$ cat src/rtl/ariane_pkg.sv
// Shared types for the multi-issue buffer: instruction payload, storage entry,
// FSM state and a protocol helper.
package ariane_pkg;

    typedef struct packed {
        logic [31:0] pc;
        logic [7:0]  op;
        logic [4:0]  rd;
    } scoreboard_entry_t;

    typedef struct packed {
        scoreboard_entry_t sbe;
        logic              is_ctrl_flow;
    } mib_entry_t;

    typedef enum logic {
        IDLE,
        WAIT_RESOLVE
    } mib_state_e;

    // A valid/ack vector is legal only if its set bits form a run starting at bit 0.
    function automatic logic is_prefix(input logic [3:0] v);
        return (v & (v + 4'd1)) == 4'd0;
    endfunction

endpackage

$ cat src/rtl/multi_issue_buffer_if.sv
// Handshake bundle between decode, the multi-issue buffer and the issue stage.
// slave is the buffer side, master the surrounding pipeline.
interface multi_issue_buffer_if
    import ariane_pkg::*;
#(
    parameter int unsigned DEPTH        = 8,
    parameter int unsigned NR_IN_PORTS  = 2,
    parameter int unsigned NR_OUT_PORTS = 2
);
    localparam int unsigned USAGE_W = $clog2(DEPTH) + 1;

    logic                                 flush_i;
    logic                                 flush_unissued_instr_i;
    scoreboard_entry_t [NR_IN_PORTS-1:0]  decoded_instr_i;
    logic [NR_IN_PORTS-1:0]               decoded_instr_valid_i;
    logic [NR_IN_PORTS-1:0]               is_ctrl_flow_i;
    logic [NR_IN_PORTS-1:0]               decoded_instr_ack_o;
    scoreboard_entry_t [NR_OUT_PORTS-1:0] issue_instr_o;
    logic [NR_OUT_PORTS-1:0]              issue_instr_valid_o;
    logic [NR_OUT_PORTS-1:0]              issue_ack_i;
    logic                                 resolve_branch_i;
    logic [USAGE_W-1:0]                   usage_o;
    logic                                 full_o;
    logic                                 empty_o;

    modport slave (
        input  flush_i, flush_unissued_instr_i, decoded_instr_i, decoded_instr_valid_i,
               is_ctrl_flow_i, issue_ack_i, resolve_branch_i,
        output decoded_instr_ack_o, issue_instr_o, issue_instr_valid_o, usage_o, full_o, empty_o
    );

    modport master (
        output flush_i, flush_unissued_instr_i, decoded_instr_i, decoded_instr_valid_i,
               is_ctrl_flow_i, issue_ack_i, resolve_branch_i,
        input  decoded_instr_ack_o, issue_instr_o, issue_instr_valid_o, usage_o, full_o, empty_o
    );

endinterface

$ cat src/rtl/lzc.sv
// Leading/trailing zero counter. MODE=0 counts trailing zeros, MODE=1 leading zeros;
// empty_o flags an all-zero input (cnt_o is then 0).
module lzc #(
    parameter int unsigned WIDTH     = 2,
    parameter bit          MODE      = 1'b0,
    parameter int unsigned CNT_WIDTH = (WIDTH > 1) ? $clog2(WIDTH) : 1
) (
    input  logic [WIDTH-1:0]     in_i,
    output logic [CNT_WIDTH-1:0] cnt_o,
    output logic                 empty_o
);

    always_comb begin
        // NOTE: every combinational output gets a default first so no path can infer a latch.
        cnt_o = '0;
        for (int i = WIDTH - 1; i >= 0; i--) begin
            if (MODE == 1'b0) begin
                if (in_i[i]) cnt_o = CNT_WIDTH'(i);
            end else begin
                if (in_i[WIDTH-1-i]) cnt_o = CNT_WIDTH'(i);
            end
        end
    end

    assign empty_o = ~|in_i;

endmodule

$ cat src/rtl/multi_issue_buffer.sv
// Circular issue buffer: accepts up to NR_IN_PORTS decoded instructions per cycle and
// issues up to NR_OUT_PORTS in order, stalling behind control flow until it resolves.
// Define MULTI_ISSUE_BUFFER_BYPASS_EN to let valid inputs join the issue window directly.
module multi_issue_buffer
    import ariane_pkg::*;
#(
    parameter int unsigned DEPTH        = 8,
    parameter int unsigned NR_IN_PORTS  = 2,
    parameter int unsigned NR_OUT_PORTS = 2
) (
    input logic                 clk_i,
    input logic                 rst_i,
    multi_issue_buffer_if.slave bus
);
    localparam int unsigned PTR_W  = $clog2(DEPTH);
    localparam int unsigned CNT_W  = $clog2(DEPTH) + 1;
    localparam int unsigned IN_CW  = (NR_IN_PORTS > 1) ? $clog2(NR_IN_PORTS) : 1;
    localparam int unsigned OUT_CW = (NR_OUT_PORTS > 1) ? $clog2(NR_OUT_PORTS) : 1;

    mib_state_e        state_q, state_d;
    logic [PTR_W-1:0]  rptr_q, rptr_d, wptr_q, wptr_d;
    logic [CNT_W-1:0]  count_q, count_d;
    logic              full_q, full_d, empty_q, empty_d;
    mib_entry_t        mem_q [DEPTH];
    mib_entry_t        mem_d [DEPTH];

    mib_entry_t [NR_OUT_PORTS-1:0] win;
    logic [NR_OUT_PORTS-1:0]       win_present, win_cf, issue_valid;
    logic [NR_IN_PORTS-1:0]        ack;
    logic [OUT_CW-1:0]             gate_cnt, deq_cnt;
    logic [IN_CW-1:0]              enq_cnt;
    logic                          gate_empty, deq_empty, enq_empty;
    logic                          flush_any;
    int                            n_deq, n_ack, n_byp;

    assign flush_any = bus.flush_i | bus.flush_unissued_instr_i;

    always_comb begin
        for (int j = 0; j < NR_OUT_PORTS; j++) begin
            win[j]         = mem_q[rptr_q + PTR_W'(j)];
            win_present[j] = int'(count_q) > j;
`ifdef MULTI_ISSUE_BUFFER_BYPASS_EN
            for (int k = 0; k < NR_IN_PORTS; k++) begin
                if (!flush_any && int'(count_q) + k == j) begin
                    win[j]         = '{sbe: bus.decoded_instr_i[k], is_ctrl_flow: bus.is_ctrl_flow_i[k]};
                    win_present[j] = bus.decoded_instr_valid_i[k];
                end
            end
`endif
            win_cf[j] = win_present[j] & win[j].is_ctrl_flow;
        end
    end

    // First control-flow slot in the window is the last one allowed to issue.
    lzc #(.WIDTH(NR_OUT_PORTS), .MODE(1'b0)) i_gate_lzc (
        .in_i(win_cf), .cnt_o(gate_cnt), .empty_o(gate_empty)
    );

    always_comb begin
        issue_valid = '0;
        for (int j = 0; j < NR_OUT_PORTS; j++) begin
            issue_valid[j] = !rst_i && state_q == IDLE && win_present[j]
                             && (gate_empty || j <= int'(gate_cnt));
            bus.issue_instr_o[j] = win[j].sbe;
        end
    end

    assign bus.issue_instr_valid_o = issue_valid;

    lzc #(.WIDTH(NR_OUT_PORTS), .MODE(1'b0)) i_deq_lzc (
        .in_i(~bus.issue_ack_i), .cnt_o(deq_cnt), .empty_o(deq_empty)
    );

    assign n_deq = deq_empty ? int'(NR_OUT_PORTS) : int'(deq_cnt);

`ifdef MULTI_ISSUE_BUFFER_BYPASS_EN
    // Inputs consumed straight from the window never occupy a slot.
    assign n_byp = (n_deq > int'(count_q)) ? n_deq - int'(count_q) : 0;
`else
    assign n_byp = 0;
`endif

    // Space comes from the registered count only, so freed slots are reused next cycle.
    always_comb begin
        ack = '0;
        for (int k = 0; k < NR_IN_PORTS; k++) begin
            if (bus.decoded_instr_valid_i[k] && !flush_any && !rst_i) begin
                ack[k] = (k < n_byp) || (k - n_byp < int'(DEPTH) - int'(count_q));
            end
        end
    end

    assign bus.decoded_instr_ack_o = ack;

    lzc #(.WIDTH(NR_IN_PORTS), .MODE(1'b0)) i_enq_lzc (
        .in_i(~ack), .cnt_o(enq_cnt), .empty_o(enq_empty)
    );

    assign n_ack = enq_empty ? int'(NR_IN_PORTS) : int'(enq_cnt);

    always_comb begin
        mem_d = mem_q;
        for (int k = 0; k < NR_IN_PORTS; k++) begin
            if (ack[k] && k >= n_byp) begin
                mem_d[wptr_q + PTR_W'(k - n_byp)] =
                    '{sbe: bus.decoded_instr_i[k], is_ctrl_flow: bus.is_ctrl_flow_i[k]};
            end
        end
        wptr_d  = wptr_q + PTR_W'(n_ack - n_byp);
        rptr_d  = rptr_q + PTR_W'(n_deq - n_byp);
        count_d = CNT_W'(int'(count_q) + n_ack - n_deq);

        state_d = state_q;
        case (state_q)
            IDLE:         if (|(bus.issue_ack_i & issue_valid & win_cf)) state_d = WAIT_RESOLVE;
            WAIT_RESOLVE: if (bus.resolve_branch_i) state_d = IDLE;
            default:      state_d = IDLE;
        endcase

        if (flush_any) begin
            count_d = '0;
            rptr_d  = wptr_q;
        end
        if (bus.flush_i) state_d = IDLE;

        full_d  = count_d == CNT_W'(DEPTH);
        empty_d = count_d == '0;
    end

    // NOTE: sequential state uses non-blocking assignments so every flop samples pre-edge values.
    always_ff @(posedge clk_i) begin
        if (rst_i) begin
            state_q <= IDLE;
            rptr_q  <= '0;
            wptr_q  <= '0;
            count_q <= '0;
            full_q  <= 1'b0;
            empty_q <= 1'b1;
        end else begin
            state_q <= state_d;
            rptr_q  <= rptr_d;
            wptr_q  <= wptr_d;
            count_q <= count_d;
            full_q  <= full_d;
            empty_q <= empty_d;
        end
    end

    // NOTE: storage is left unreset; count gates every read, so stale contents are never seen.
    always_ff @(posedge clk_i) begin
        mem_q <= mem_d;
    end

    assign bus.usage_o = count_q;
    assign bus.full_o  = full_q;
    assign bus.empty_o = empty_q;

    valid_prefix_a: assert property (@(posedge clk_i) disable iff (rst_i)
        is_prefix(4'(bus.decoded_instr_valid_i)));
    ack_prefix_a: assert property (@(posedge clk_i) disable iff (rst_i)
        is_prefix(4'(bus.issue_ack_i)) && ((bus.issue_ack_i & ~issue_valid) == '0));

endmodule
$ cat src/flat_wrapper.sv
// flat-port wrapper written by rule: the top's interface ports become plain ports
module multi_issue_buffer_flat import ariane_pkg::*;
#(
    parameter int unsigned DEPTH        = 8,
    parameter int unsigned NR_IN_PORTS  = 2,
    parameter int unsigned NR_OUT_PORTS = 2
)
  (clk_i, rst_i, bus_flush_i, bus_flush_unissued_instr_i, bus_decoded_instr_i, bus_decoded_instr_valid_i, bus_is_ctrl_flow_i, bus_issue_ack_i, bus_resolve_branch_i, bus_decoded_instr_ack_o, bus_issue_instr_o, bus_issue_instr_valid_o, bus_usage_o, bus_full_o, bus_empty_o);
  multi_issue_buffer_if #(.DEPTH(DEPTH), .NR_IN_PORTS(NR_IN_PORTS), .NR_OUT_PORTS(NR_OUT_PORTS)) bus_i ();
  input logic clk_i;
  input logic rst_i;
  input wire logic [$bits(bus_i.flush_i)-1:0] bus_flush_i;
  input wire logic [$bits(bus_i.flush_unissued_instr_i)-1:0] bus_flush_unissued_instr_i;
  input wire logic [$bits(bus_i.decoded_instr_i)-1:0] bus_decoded_instr_i;
  input wire logic [$bits(bus_i.decoded_instr_valid_i)-1:0] bus_decoded_instr_valid_i;
  input wire logic [$bits(bus_i.is_ctrl_flow_i)-1:0] bus_is_ctrl_flow_i;
  input wire logic [$bits(bus_i.issue_ack_i)-1:0] bus_issue_ack_i;
  input wire logic [$bits(bus_i.resolve_branch_i)-1:0] bus_resolve_branch_i;
  output wire logic [$bits(bus_i.decoded_instr_ack_o)-1:0] bus_decoded_instr_ack_o;
  output wire logic [$bits(bus_i.issue_instr_o)-1:0] bus_issue_instr_o;
  output wire logic [$bits(bus_i.issue_instr_valid_o)-1:0] bus_issue_instr_valid_o;
  output wire logic [$bits(bus_i.usage_o)-1:0] bus_usage_o;
  output wire logic [$bits(bus_i.full_o)-1:0] bus_full_o;
  output wire logic [$bits(bus_i.empty_o)-1:0] bus_empty_o;
  assign bus_i.flush_i = bus_flush_i;
  assign bus_i.flush_unissued_instr_i = bus_flush_unissued_instr_i;
  assign bus_i.decoded_instr_i = bus_decoded_instr_i;
  assign bus_i.decoded_instr_valid_i = bus_decoded_instr_valid_i;
  assign bus_i.is_ctrl_flow_i = bus_is_ctrl_flow_i;
  assign bus_i.issue_ack_i = bus_issue_ack_i;
  assign bus_i.resolve_branch_i = bus_resolve_branch_i;
  assign bus_decoded_instr_ack_o = bus_i.decoded_instr_ack_o;
  assign bus_issue_instr_o = bus_i.issue_instr_o;
  assign bus_issue_instr_valid_o = bus_i.issue_instr_valid_o;
  assign bus_usage_o = bus_i.usage_o;
  assign bus_full_o = bus_i.full_o;
  assign bus_empty_o = bus_i.empty_o;
  multi_issue_buffer #(.DEPTH(DEPTH), .NR_IN_PORTS(NR_IN_PORTS), .NR_OUT_PORTS(NR_OUT_PORTS)) u_core (.clk_i(clk_i), .rst_i(rst_i), .bus(bus_i));
endmodule
$ cat config.mk
export PLATFORM = sky130hd
export DESIGN_NAME = multi_issue_buffer_flat
export DESIGN_NICKNAME = d
export VERILOG_FILES = /design/src/rtl/ariane_pkg.sv /design/src/rtl/multi_issue_buffer_if.sv /design/src/rtl/lzc.sv /design/src/rtl/multi_issue_buffer.sv /design/src/flat_wrapper.sv
export SDC_FILE = /design/constraint.sdc
export NUM_CORES = 1
export LEC_CHECK = 0
export ABC_CLOCK_PERIOD_IN_PS = 6000
export CAP_MARGIN = 20
export CORE_AREA = 2 2 195 197
export CTS_CLUSTER_DIAMETER = 200
export DETAILED_ROUTE_END_ITERATION = 10
export DIE_AREA = 0 0 197 199
export PLACE_DENSITY = 0.9
export SLEW_MARGIN = 30
export SYNTH_ARGS = -nofsm -noshare
export SYNTH_HDL_FRONTEND = slang
export SYNTH_SLANG_ARGS = --single-unit
$ cat constraint.sdc
create_clock -name clk_i -period 6 [get_ports clk_i]
set_clock_uncertainty 0.1 [all_clocks]
set_input_delay 0.9 -clock clk_i [delete_from_list [all_inputs] [get_ports clk_i]]
set_output_delay 0.9 -clock clk_i [all_outputs]
set_load 0.02 [all_outputs]
==> metrics.txt <==
status finished, final reports clean; synthesized cell area around 22000 um^2; Hold Path Class reg2reg; grt ovf 0; DR DRC count 0; Slew Limit Fails 0; GRT Util Overall 0.319; clock buffer count from CTS 43; Post-synth top flop dfxtp_1; DR iter-0 viols 1324; DRT Pass-1 Iters 8; Synth Area in XOR/XNOR 0.00278; largest family of logic cells by synthesized area multiplexers; DR vias/cell between 6 and 7; syn_nets between 2000 and 2500; routed via count 17018; die area 39200 um^2; clk root buf clkbuf_16; Ys Warns 0; Area Overhead vs Synth 16.6%; number of global-route vias before repair 17522; Die Wd about 200 um; Mapped Cells approximately 2000; CTS sink cnt between 300 and 400; first-pass GRT wire length slightly below 100000 um; routability cong. approximately 0.87; Max Freq 0.203 GHz; I/O pins 201; total power a little under 8 mW; fin crit period between 4 and 5 ns; final wirelength roughly 63000 um; Mean Syn Cell Area between 10 and 15 um^2; Worst-Margin Slew 1.09 ns; EDFF count, synth 0; Starting Density 0.594; post-layout util 0.693; startpoint class of the critical path flop; cts hold-fix bufs 0; initial antenna violation count 6; maximum root-to-sink buffer count 3; Power per Cell Area roughly 300 nW/um^2; post-synthesis mux area share 0.461; RSZ-0062 raised after global routing false; CP arrival about 4 ns; adder-cell share of the synthesized area 0.0110; DPL Wire Length about 37000 um; Synth Area in Compound Gates 0.0712; NumNets Final ~2200; WS Path Type reg2out; Clk pin slew, worst setup/hold paths 0.06 ns; PortBufs 200; CP Data Required Time around 5.0 ns; synth unique cells 42; Post-CTS Setup Inserts 0; Routed wire per std cell ~25 um; final hold slack 0.455 ns; site row count 71; Fin. Hold Viols 0; type of element capturing the critical path output pin; placed cell areas 24200 um^2; normalized max-slew margin 0.274; most frequent cells in the layout 378 x dfxtp_1, 287 x nor2_1, 279 x a21oi_1; Die H 199 um; Max IR drop VDD around 270 uV; largest net degree at the start of global routing ~140; Core Region approximately 37000 um^2; most common cell after layout, fill and taps aside dfxtp_1; htree depth 2; post-synthesis register bit count 381; DRT antenna net count 0; final instance area between 20000 and 30000 um^2; # setup viols final 0; post-synthesis async set-or-reset flop share 0; largest fanout on the critical path 38; post-cts gate resize count 0; layout cells sized above 1 0.266; Worst R2R Setup Slack around 1.8 ns; Pleak about 11 nW; post-synthesis sequential area ratio 0.346; max_cap viols 0; crit share post-route 0.823; Worst-Skew Late Latency approximately 0.57 ns; Sum Neg Setup Slack 0 ns; Synth Area in Simple Gates 0.0632; CTS tree done
synthesized netlist by cell type, types with 4 or more instances:
| master | n | area [um^2] |
|---|---|---|
| nor2_1 | 287 | 1080 |
| mux2_4 | 40 | 601 |
| mux2_2 | 205 | 2310 |
| xor2_1 | 4 | 35.0 |
| mux4_2 | 184 | 4140 |
| mux2i_1 | 277 | 2770 |
| buf_4 | 15 | 113 |
| buf_6 | 9 | 101 |
| ha_1 | 13 | 163 |
| and2_1 | 5 | 31.3 |
| nand2_1 | 8 | 30.0 |
| buf_1 | 62 | 233 |
| inv_1 | 13 | 48.8 |
| mux2_1 | 30 | 338 |
| o2111ai_1 | 6 | 52.6 |
| a21oi_1 | 279 | 1400 |
| o21ai_0 | 6 | 30.0 |
| clkbuf_1 | 76 | 285 |
| nand4_1 | 4 | 25.0 |
| nor2b_1 | 5 | 31.3 |
| fa_1 | 4 | 80.1 |
| buf_2 | 45 | 225 |
| dfxtp_1 | 381 | 7630 |
metal layers:
metal | wire, um | track usage | part of all wire
met5 | 13 | 0 | 0.00021
met2 | 31900 | 0.559 | 0.50
met4 | 2500 | 0.163 | 0.040
met3 | 5400 | 0.0619 | 0.085
met1 | 23400 | 0.375 | 0.37
report_power, final:
part,switching [mW],total [mW],internal (mW)
Clock,1.10,2.73,1.63
Combinational,0.878,1.99,1.12
Sequential,0.229,3.04,2.81
area by class of cell:
| type | instances | area [um^2] |
|---|---|---|
| antenna | 5 | 12.5 |
| clock buffer | 59 | 1250 |
| clock inverter | 17 | 205 |
| fill | 2551 | 11400 |
| inverter | 13 | 48.8 |
| multi-input combinational | 1388 | 13600 |
| sequential | 381 | 7640 |
| tap | 474 | 593 |
| timing repair buffer | 237 | 2410 |
registers in the layout, summed over array words and instances, names as in the netlist:
name                flops
u_core.bus.empty_o      1
u_core.rptr_q           3
u_core.mem_q          368
u_core.state_q          1
u_core.bus.full_o       1
u_core.wptr_q           3
u_core.bus.usage_o      4
kinds of logic (layout without fill, tap and decap cells):
family	after synthesis	after routing
xor gates and xnor gates	7	7
DFF	381	381
other	0	5
buffers and inverters	220	326
muxes	736	736
adders and majority gates	17	17
AOI/OAI and AO/OA	300	300
and+or+nand+nor	328	328
critical path, cell delays in order (launching register included):
cell             delay, ns
dfxtp_4               0.75
ha_4                  0.75
buf_12                0.39
mux4_2                0.56
mux2_2                0.29
clkdlybuf4s50_1       0.59
worst paths after layout:
path,startpoint,end,depth (start not counted)
min,u_core.mem_q[299],u_core.mem_q[299],2
max reg2reg,u_core.bus.usage_o[1],u_core.bus.full_o,15
min reg2reg,u_core.mem_q[299],u_core.mem_q[299],2
max,u_core.rptr_q[1],bus_issue_instr_o[46],5
through the flow:
stage	std cells	setup slack, ns
after floorplan	1989	2.34
after global placement	2487	1.62
after detailed placement	2491	1.47
after CTS	2567	0.987
after global routing	2571	0.856
final	2574	1.06
(Power assumes the default switching activity.)
